==> config.mk <==
export PLATFORM = sky130hd
export DESIGN_NAME = note_sequencer
export DESIGN_NICKNAME = d
export VERILOG_FILES = /design/src/rtl/note_sequencer.sv
export SDC_FILE = /design/constraint.sdc
export NUM_CORES = 1
export LEC_CHECK = 0
export CORE_MARGIN = 2
export CORE_UTILIZATION = 25
export DETAILED_ROUTE_END_ITERATION = 10
export GPL_TIMING_DRIVEN = 0
export SLEW_MARGIN = 30
export SYNTH_ARGS = -nofsm -noshare
export SYNTH_HDL_FRONTEND = slang
export SYNTH_SLANG_ARGS = --single-unit
==> constraint.sdc <==
create_clock -name clk -period 5.8 [get_ports clk]
set_input_delay 1.16 -clock clk [delete_from_list [all_inputs] [get_ports clk]]
set_output_delay 1.16 -clock clk [all_outputs]
set_load 0.02 [all_outputs]
==> src/rtl/note_sequencer.sv <==
// Note sequencer: fetches {pitch,length} per note from song RAM, pulses the length-counter
// init, then enables counting until finish_len; supports pause, stop and looping playback.
module note_sequencer #(
  parameter int ADDR_W  = 5,
  parameter int PITCH_W = 4
) (
  input  logic               clk,
  input  logic               reset,
  input  logic               start,
  input  logic               stop,
  input  logic               pause,
  input  logic               mode,
  input  logic               loop_en,
  input  logic [ADDR_W:0]    song_len,
  output logic [ADDR_W-1:0]  rd_addr,
  input  logic [PITCH_W+1:0] rd_data,
  input  logic               finish_len,
  output logic               Init_audio_video,
  output logic               Do_rand_audio_video,
  output logic               Do_save_audio_video,
  output logic [1:0]         length,
  output logic [PITCH_W-1:0] pitch,
  output logic               note_valid,
  output logic               busy,
  output logic               done,
  output logic [2:0]         state_dbg
);

  typedef enum logic [2:0] {
    S_IDLE  = 3'd0,
    S_FETCH = 3'd1,
    S_LOAD  = 3'd2,
    S_PLAY  = 3'd3,
    S_PAUSE = 3'd4,
    S_DONE  = 3'd5
  } state_t;

  state_t               r_state, w_state_next;
  logic [ADDR_W-1:0]    r_addr, w_addr_next;
  logic [PITCH_W-1:0]   r_pitch, w_pitch_next;
  logic [1:0]           r_len, w_len_next;
  logic                 r_mode, r_loop;
  logic [ADDR_W:0]      r_song_len;
  logic                 w_cfg_load, w_init, w_do_en, w_done, w_last;

  // Last note when the address reaches song_len_q-1 (song_len_q is never 0 outside IDLE/DONE).
  assign w_last = ({1'b0, r_addr} == (r_song_len - 1'b1));

  always_comb begin
    w_state_next = r_state;
    w_addr_next  = r_addr;
    w_pitch_next = r_pitch;
    w_len_next   = r_len;
    w_cfg_load   = 1'b0;
    w_init       = 1'b0;
    w_do_en      = 1'b0;
    w_done       = 1'b0;
    if (stop && (r_state != S_IDLE)) begin
      // Abort: clear the length counter on the way out.
      w_state_next = S_IDLE;
      w_init       = 1'b1;
      w_addr_next  = '0;
      w_pitch_next = '0;
      w_len_next   = '0;
    end else begin
      case (r_state)
        S_IDLE: begin
          if (start && !stop) begin
            w_cfg_load   = 1'b1;
            w_addr_next  = '0;
            w_state_next = (song_len == '0) ? S_DONE : S_FETCH;
          end
        end
        S_FETCH: w_state_next = S_LOAD;
        S_LOAD: begin
          w_pitch_next = rd_data[PITCH_W+1:2];
          w_len_next   = rd_data[1:0];
          w_init       = 1'b1;
          w_state_next = S_PLAY;
        end
        S_PLAY: begin
          if (finish_len) begin
            if (!w_last) begin
              w_addr_next  = r_addr + 1'b1;
              w_state_next = S_FETCH;
            end else if (r_loop) begin
              w_addr_next  = '0;
              w_state_next = S_FETCH;
            end else begin
              w_state_next = S_DONE;
            end
          end else begin
            w_do_en = 1'b1;
            if (pause) w_state_next = S_PAUSE;
          end
        end
        S_PAUSE: begin
          if (!pause) w_state_next = S_PLAY;
        end
        S_DONE: begin
          w_done       = 1'b1;
          w_addr_next  = '0;
          w_pitch_next = '0;
          w_len_next   = '0;
          w_state_next = S_IDLE;
        end
        default: w_state_next = S_IDLE;
      endcase
    end
  end

  always_ff @(posedge clk or negedge reset) begin
    if (!reset) begin
      r_state    <= S_IDLE;
      r_addr     <= '0;
      r_pitch    <= '0;
      r_len      <= '0;
      r_mode     <= 1'b0;
      r_loop     <= 1'b0;
      r_song_len <= '0;
    end else begin
      r_state <= w_state_next;
      r_addr  <= w_addr_next;
      r_pitch <= w_pitch_next;
      r_len   <= w_len_next;
      if (w_cfg_load) begin
        r_mode     <= mode;
        r_loop     <= loop_en;
        r_song_len <= song_len;
      end
    end
  end

  assign rd_addr             = r_addr;
  assign pitch               = r_pitch;
  assign length              = r_len;
  assign Init_audio_video    = w_init;
  assign Do_rand_audio_video = w_do_en & ~r_mode;
  assign Do_save_audio_video = w_do_en & r_mode;
  assign note_valid          = (r_state == S_PLAY) && (r_pitch != '0);
  assign busy                = (r_state != S_IDLE);
  assign done                = w_done;
  assign state_dbg           = r_state;

endmodule
After elaboration in Yosys (flattened, before gate mapping)
Index checks and enable logic that the tools add are counted.
Cells by class
  add/subtract/negate cells: 2
  equality and inequality tests: 11
  mux-type cells: 29
  bitwise gates (word level): 3
  reduce and logical (&&, ||, !) cells: 12
Operator list (count)
  two-way mux 5 bit: 5
  two-way mux 3 bit: 8
  case mux 3 bit (5 select lines): 1
  case mux 5 bit (3 select lines): 1
  two-way mux 1 bit: 10
  != test 3 bit, second input constant: 3
  != test 4 bit, second input constant: 2
  case mux 4 bit (2 select lines): 1
  nonzero test 4 bit: 2
  == test 3 x 2 -> 1 bit, second input constant: 2
  == test 3 bit, second input constant: 2
  == test 5 x 6 -> 1 bit: 1
  logical NOT 6 bit: 1
  nonzero test 3 bit: 2
  subtractor 6 x 1 -> 6 bit, second input constant: 1
  adder 5 x 1 -> 5 bit, second input constant: 1
  two-way mux 4 bit: 1
  case mux 2 bit (2 select lines): 1
  AND reduction 4 bit: 1
  == test 3 x 1 -> 1 bit, second input constant: 1
  logical AND 1 bit: 3
  logical NOT 3 bit: 1
  AND reduction 3 bit: 1
  AND 1 bit: 2
  other kinds (3): 3
Word-level totals
  register bits after elaboration: 22
  output and inout bits: 20
  word-level logic and storage cells: 64

Depth between registers and ports, before layout
Gate-level depths: netlist of run 1.
  depth in word-level cells: 6
  depth in mapped cells: 8
  mapped depth without buffers: 8

Least setup slack after synthesis of run 1
No wires, ideal clock.
  path kind: input to output
  start: input port stop
  end: output port done
  data arrival time: 1.807 ns
  required time: 4.640 ns
  slack: 2.833 ns
  stages on the path: 3
  cells stage by stage: clkbuf_1 -> nor3b_1 -> and2_1
On the way
  cells in the longest elaborated chain, start to end: 2
RTL lines
  start: declaration: RTL line 10  | input logic stop,
  logical AND 1 bit: RTL line 58  | if (stop && (r_state != S_IDLE)) begin
  two-way mux 1 bit: RTL line 58
  end: declaration: RTL line 25  | output logic done,
No other way between the ends.

Worst setup path in the final report of run 1
Same ends and word-level chain as after synthesis.

==> metrics.md, run 1 <==
| Metric | Value |
|---|---|
| Setup crit end kind | `output port` |
| Yosys warning total | `0` |
| Critical Setup Path Class | `input pin to output port` |
| Max-cap violations | `0` |
| Die outline area | `5935 um2` |
| Die extent in y | `77.04 um` |
| Final critical-path required period | `4.141 ns` |
| Final net count | `201` |
| Commonest cells post-synth | `dfrtp_1 (22), nand2_1 (17), nor2_1 (9)` |
| Clock latency on the worst-skew pair | `0.27 ns` |
| Placeable core area | `5140 um2` |
| Data arrival at the endpoint of the critical path | `2.98 ns` |
| N_diodes | `0` |
| Final clock skew | `0.006857 ns` |
| Routed length on met2 | `1489 um` |
| Wire length of the first global-routing pass | `5547 um` |
| Part of the Yosys area used for sequential elements | `0.4128` |
| Met1 routed wirelength after detailed routing | `1597 um` |
| Number of top-level pins | `40` |
| Logic depth of the worst register-to-register path | `4` |
| Level count of the clock H-tree | `1` |
| Terminating pin of the worst hold path | `length[0]` |
| Count of final hold-check violations | `0` |
| Initial antenna violation count | `0` |
| Number of buffers inserted by port buffering | `39` |
| Setup violation total in the final timing report | `0` |
| Post-synth EDFFs | `0` |
| Yosys top cell area share | `0.4128` |
| Nets in the synthesized netlist | `157` |
| Overall die width | `77.04 um` |
| Per-cell via count in the routed design | `4.802` |
| Fraction of synthesis flops using an asynchronous set or reset pin | `1.000` |
| Via count | `1191` |
| First-pass DRT Iterations | `4` |
| Tightest Hold Check Type | `flop to flop` |
| Maximum number of buffers from clock root to sink | `2` |
| Worst max-slew margin expressed relative to the limit | `0.6244` |
| Largest net degree at the start of global routing | `23` |
| Synthesized area divided by synthesized cell count | `9.880 um2` |
| Average detailed-routed wire length per instance | `13.47 um` |
| Final Core Density | `0.3654` |
| Top cells by area, synth | `dfrtp_1 (41%), mux2_1 (5.1%), nand2_1 (4.8%), a22oi_1 (3.4%), mux2_2 (3.4%)` |
| Distinct cell type count after synthesis | `44` |
| Pwr per Cell Area | `302.4 nW/um2` |
| Highest metal layer with signal wires | `met4` |
| Number of instances resized during post-cts repair | `0` |
| Start point of the worst hold path | `length[0]` |
| Required time of the critical path | `4.64 ns` |
| Initial Utilization | `0.2595` |
| Number of routed nets with antenna violations | `0` |
| Fin. max-slew vios | `0` |
| Gr usage total | `0.1154` |
| Most instantiated library cell after synthesis | `dfrtp_1` |
| Post-CTS Hold Buffers | `0` |
| Worst Tran Pin Value | `0.5604 ns` |
| Post-CTS Repair Setup Buffers | `0` |
| Number of buffers created by CTS | `3` |
| Via count of the first global-routing pass | `1123` |
| Number of sinks on the clock net | `22` |
| Number of cells on the worst hold path | `2` |
| Worst r2r src | `state_dbg[0]` |
| Worst setup SP type | `input pin` |
| Total Routed Length | `3340 um` |
| Synth Register Bits | `22` |
| Unrepaired setup endpoints after global routing | `false` |
| Syn Inst Count | `135` |
| Post-synth top area cell | `dfrtp_1` |
| HPWL after DPL | `2554 um` |
| Setup_tns | `0 ns` |
| Number of cell rows | `26` |
| Fraction of layout cells with a size suffix above 1 | `0.1011` |
| Critical-path maximum fanout | `10` |
| DR DRC count | `0` |
| Final worst-path cycle share | `0.7140` |
| Total leakage power | `0.7600 nW` |
| Starting DRC count in detailed routing | `68` |
| Register-to-register path setup slack | `3.62 ns` |
| Length of routed met3 wiring | `214 um` |
| Peak Freq | `241.5 MHz` |
| Status | `finished, final reports clean` |
| Largest vdd supply drop | `0.00009362 V` |
| Clock tree from TritonCTS | `built` |
| Register clock-pin slew on the reported worst setup and hold paths | `0.09 ns` |
| Worst reg2reg path endpoint | `r_song_len[2]` |
| Layout Area Growth over Synthesis | `40.81%` |
| Last weighted congestion value of the routability-driven placer | `0.7925` |
| Mapped cell area | `1334 um2` |
| Global route overflow | `0` |
| CTS Root Buffer Type | `clkbuf_8` |
| Prevailing post-synth register cell | `dfrtp_1` |
worst max path at each step:
| stage | start | end | slack [ns] |
|---|---|---|---|
| after floorplan | stop | done | 2.83 |
| after global placement | stop | done | 1.66 |
| after detailed placement | stop | done | 1.68 |
| after CTS | stop | done | 1.66 |
| after global routing | stop | done | 1.53 |
| final | stop | done | 1.66 |
metrics by stage:
stage	area [um2]	total power, mW	setup WS, ns	cells	hold slack, ns
global placement	1812	0.4245	1.657	244	0.5013
floorplan	1334	0.3503	2.833	135	0.4858
detailed placement	1807	0.4284	1.675	244	0.5101
global route	1878	0.6000	1.531	248	0.5575
finish	1878	0.5680	1.659	248	0.5299
CTS	1878	0.5754	1.660	248	0.5313
area by class of cell:
| type | count | area [um2] |
|---|---|---|
| Sequential cell | 22 | 550.5 |
| Inverter | 5 | 18.77 |
| Timing Repair Buffer | 39 | 385.4 |
| Fill cell | 566 | 3262 |
| Tap cell | 70 | 87.58 |
| Buffer | 4 | 17.52 |
| Multi-Input combinational cell | 104 | 747.0 |
| Clock inverter | 1 | 30.03 |
| Clock buffer | 3 | 41.29 |
cells in the final DEF, fill, tap and decap left out, types with 4 or more instances in the layout:
master | Yosys | layout
clkdlybuf4s50_1 | 0 | 38
dfrtp_1 | 22 | 22
nand2_1 | 17 | 17
nor2_1 | 9 | 9
o21ai_1 | 8 | 8
mux2_1 | 6 | 6
o21ai_0 | 6 | 6
a22oi_1 | 6 | 6
inv_1 | 4 | 4
mux2_2 | 4 | 4
xnor2_1 | 4 | 4
worst max-delay path, stage by stage:
cell and delay, ns:
clkdlybuf4s50_1 0.49, clkbuf_1 0.27, nor3b_1 0.28, and2_1 0.17, clkdlybuf4s50_1 0.61
sequential cells by signal, indices dropped and copies added, names as in the netlist:
name and count:
r_song_len 6, r_mode 1, r_loop 1, length 2, state_dbg 3, rd_addr 5, pitch 4
per-layer routing:
| layer | vias up | GRT usage |
|---|---|---|
| li1 | 580 | - |
| met1 | 563 | 0.1659 |
| met2 | 43 | 0.1754 |
| met3 | 5 | 0.02353 |
| met4 | 0 | 0.03214 |
| met5 | - | 0 |
logic make-up (layout without fill, tap and decap cells):
group	after synthesis	in the layout	synth area share
fa+ha+maj	2	2	0.01876
simple gates	49	49	0.1989
xor+xnor	7	7	0.05628
compound gates	35	35	0.1942
flops	22	22	0.4128
mux	11	11	0.09193
buf+inv	9	52	0.02720
report_power, final:
part	switching [mW]	total, mW	leakage, nW	internal (mW)
combinational	0.106	0.207	0.440	0.101
clock	0.0532	0.145	0.0357	0.0923
sequential	0.0319	0.216	0.284	0.184
total	0.191	0.568	0.760	0.377
No activity file was read; power rests on OpenSTA's default activity.
==> run 2: changes to the inputs <==
clock period = 4 ns   (was 5.8 ns; I/O delays follow)
==> results of run 2 <==
Same layout as run 1 (identical final DEF). Status: finished, final reports clean.
Among the figures that moved: setup slack after placement 1.675 ns -> 0.5955 ns; setup slack after layout 1.659 ns -> 0.5788 ns; hold slack 0.5299 ns -> 0.4971 ns; register-to-register setup slack 3.62 ns -> 1.82 ns; total power 0.5680 mW -> 0.8236 mW; worst IR drop on VDD 0.00009362 V -> 0.0001357 V
==> run 3: changes to the inputs <==
REMOVE_ABC_BUFFERS = 1   (was default)
SETUP_SLACK_MARGIN = 0.3   (was default)
==> run 3 against run 2 <==
Clock power shrank 24%; critical path depth did not move; via count decreased by 3.2%; routed wire length decreased by 1.2%.
==> metrics.md, run 3 (synthesis gave the netlist of run 1 again) <==
| Metric | Value |
|---|---|
| Status | `finished, final reports clean` |
| Data arrival at the endpoint of the critical path | `2.65 ns` |
| Number of buffers inserted by port buffering | `39` |
| Tightest Hold Check Type | `input pin to async pin` |
| Top library cells by usage in the layout, fill and taps aside | `clkdlybuf4s50_1 (38), dfrtp_1 (22), nand2_1 (17)` |
| Worst max-slew margin expressed relative to the limit | `0.6329` |
| CTS Root Buffer Type | `clkbuf_8` |
| Overall die width | `77.04 um` |
| Critical Setup Path Class | `input pin to output port` |
| Post-CTS Hold Buffers | `0` |
| DR DRC count | `0` |
| Initial Utilization | `0.2595` |
| Total Power Consumption | `771.2 uW` |
| Total Routed Length | `3301 um` |
| Number of routed nets with antenna violations | `0` |
| Gr usage total | `0.1169` |
| Layout Area Growth over Synthesis | `38.46%` |
| Via count | `1153` |
| Final Core Density | `0.3593` |
| Number of buffers created by CTS | `3` |
| Fraction of layout cells with a size suffix above 1 | `0.09770` |
| Wire length of the first global-routing pass | `5575 um` |
| Fraction of power consumed by the clock network | `0.208` |
| HPWL after DPL | `2399 um` |
| Number of sinks on the clock net | `22` |
| Area after detailed placement | `1789 um2` |
| Most frequent standard cell in the layout excluding fill and tap cells | `clkdlybuf4s50_1` |
| Fin. max-slew vios | `0` |
| Clock tree from TritonCTS | `built` |
| Critical-path maximum fanout | `15` |
| Clock latency on the worst-skew pair | `0.26 ns` |
| Peak Freq | `289.9 MHz` |
| Unrepaired setup endpoints after global routing | `false` |
| Starting DRC count in detailed routing | `119` |
| Final Cell Area | `1847 um2` |
| Global route overflow | `0` |
| Final net count | `197` |
| Proportion of power drawn by flip-flops and latches | `0.418` |
| Pwr per Cell Area | `417.6 nW/um2` |
| Largest net degree at the start of global routing | `23` |
| Pint | `498.8 uW` |
| Per-cell via count in the routed design | `4.725` |
| Total leakage power | `0.7398 nW` |
| Count of final hold-check violations | `0` |
| Die outline area | `5935 um2` |
| N_diodes | `0` |
| First-pass DRT Iterations | `4` |
| Number of cell rows | `26` |
| Final clock skew | `0.005681 ns` |
| Final critical-path required period | `3.450 ns` |
| Setup violation total in the final timing report | `0` |
| Share of total power in combinational logic | `0.375` |
| Number of top-level pins | `40` |
| Number of flip-flops under the largest register name | `6` |
| Die extent in y | `77.04 um` |
| Initial antenna violation count | `0` |
| Register clock-pin slew on the reported worst setup and hold paths | `0.08 ns` |
| Net Switching | `272.4 uW` |
| Last weighted congestion value of the routability-driven placer | `0.7690` |
| Switching part of the total | `0.3532` |
| Worst setup SP type | `input pin` |
| Setup crit end kind | `output port` |
| Register containing the most flip-flops in the final layout | `r_song_len` |
| Max-cap violations | `0` |
| Level count of the clock H-tree | `1` |
| Setup_tns | `0 ns` |
| Largest vdd supply drop | `0.0001290 V` |
| Worst Tran Pin Value | `0.5477 ns` |
| Placeable core area | `5140 um2` |
| Final worst-path cycle share | `0.8625` |
| Via count of the first global-routing pass | `1091` |
| Required time of the critical path | `3.20 ns` |
| Average detailed-routed wire length per instance | `13.53 um` |
| Maximum number of buffers from clock root to sink | `2` |
## run 3: power groups by stage
stage                     clock, mW  sequential [mW]  combinational, mW
final                         0.160            0.322              0.289
after floorplan                   0            0.334              0.170
after CTS                     0.167            0.321              0.293
after global placement            0            0.324              0.289
after detailed placement          0            0.325              0.292
after global routing          0.178            0.331              0.319
## run 3: what timing repair did
item | in CTS | in global routing
resized for setup | 0 | 1
setup endpoints to repair | 0 | 1
buffers inserted | 0 | 0
## run 3: final timing paths
| kind | cells past startpoint | slack [ns] | to | start |
|---|---|---|---|---|
| max | 5 | 0.55 | Do_rand_audio_video | stop |
| min | 1 | 0.50 | r_song_len[5] | reset |
| max reg2reg | 8 | 1.90 | rd_addr[3] | r_song_len[0] |
| min reg2reg | 2 | 0.53 | length[1] | length[1] |
| max in group asynchronous | 1 | 3.15 | rd_addr[0] | reset |
| min in group clk | 2 | 0.53 | length[1] | length[1] |
## run 3: stage by stage
stage / std cells / hold slack [ns] / worst slack (ns)
floorplan: 131 / 0.4858 / 1.672
global placement: 240 / 0.5026 / 0.4370
detailed placement: 240 / 0.5073 / 0.4478
CTS: 244 / 0.5185 / 0.4337
global route: 244 / 0.5422 / 0.3862
finish: 244 / 0.5025 / 0.5501
## run 3: critical path: stages
cell,delay [ns]
clkdlybuf4s50_1,0.68
nor2_2,0.32
nand2_1,0.11
nor2_1,0.12
clkdlybuf4s50_1,0.62
## run 3: final cells by class
cell class	count	area [um2]
well taps	70	87.58
clock buffers	4	55.05
flip-flops and latches	22	550.5
multi-input cells	104	749.5
inverters	5	18.77
repair buffers	39	385.4
fillers	558	3293
## run 3: layer usage
metal  vias up  wire length [um]  global-route usage
li1        573                 -                   -
met1       550              1672              0.1760
met2        26              1455              0.1658
met3         4               142             0.02353
met4         0                31             0.03750
met5         -                 0                   0
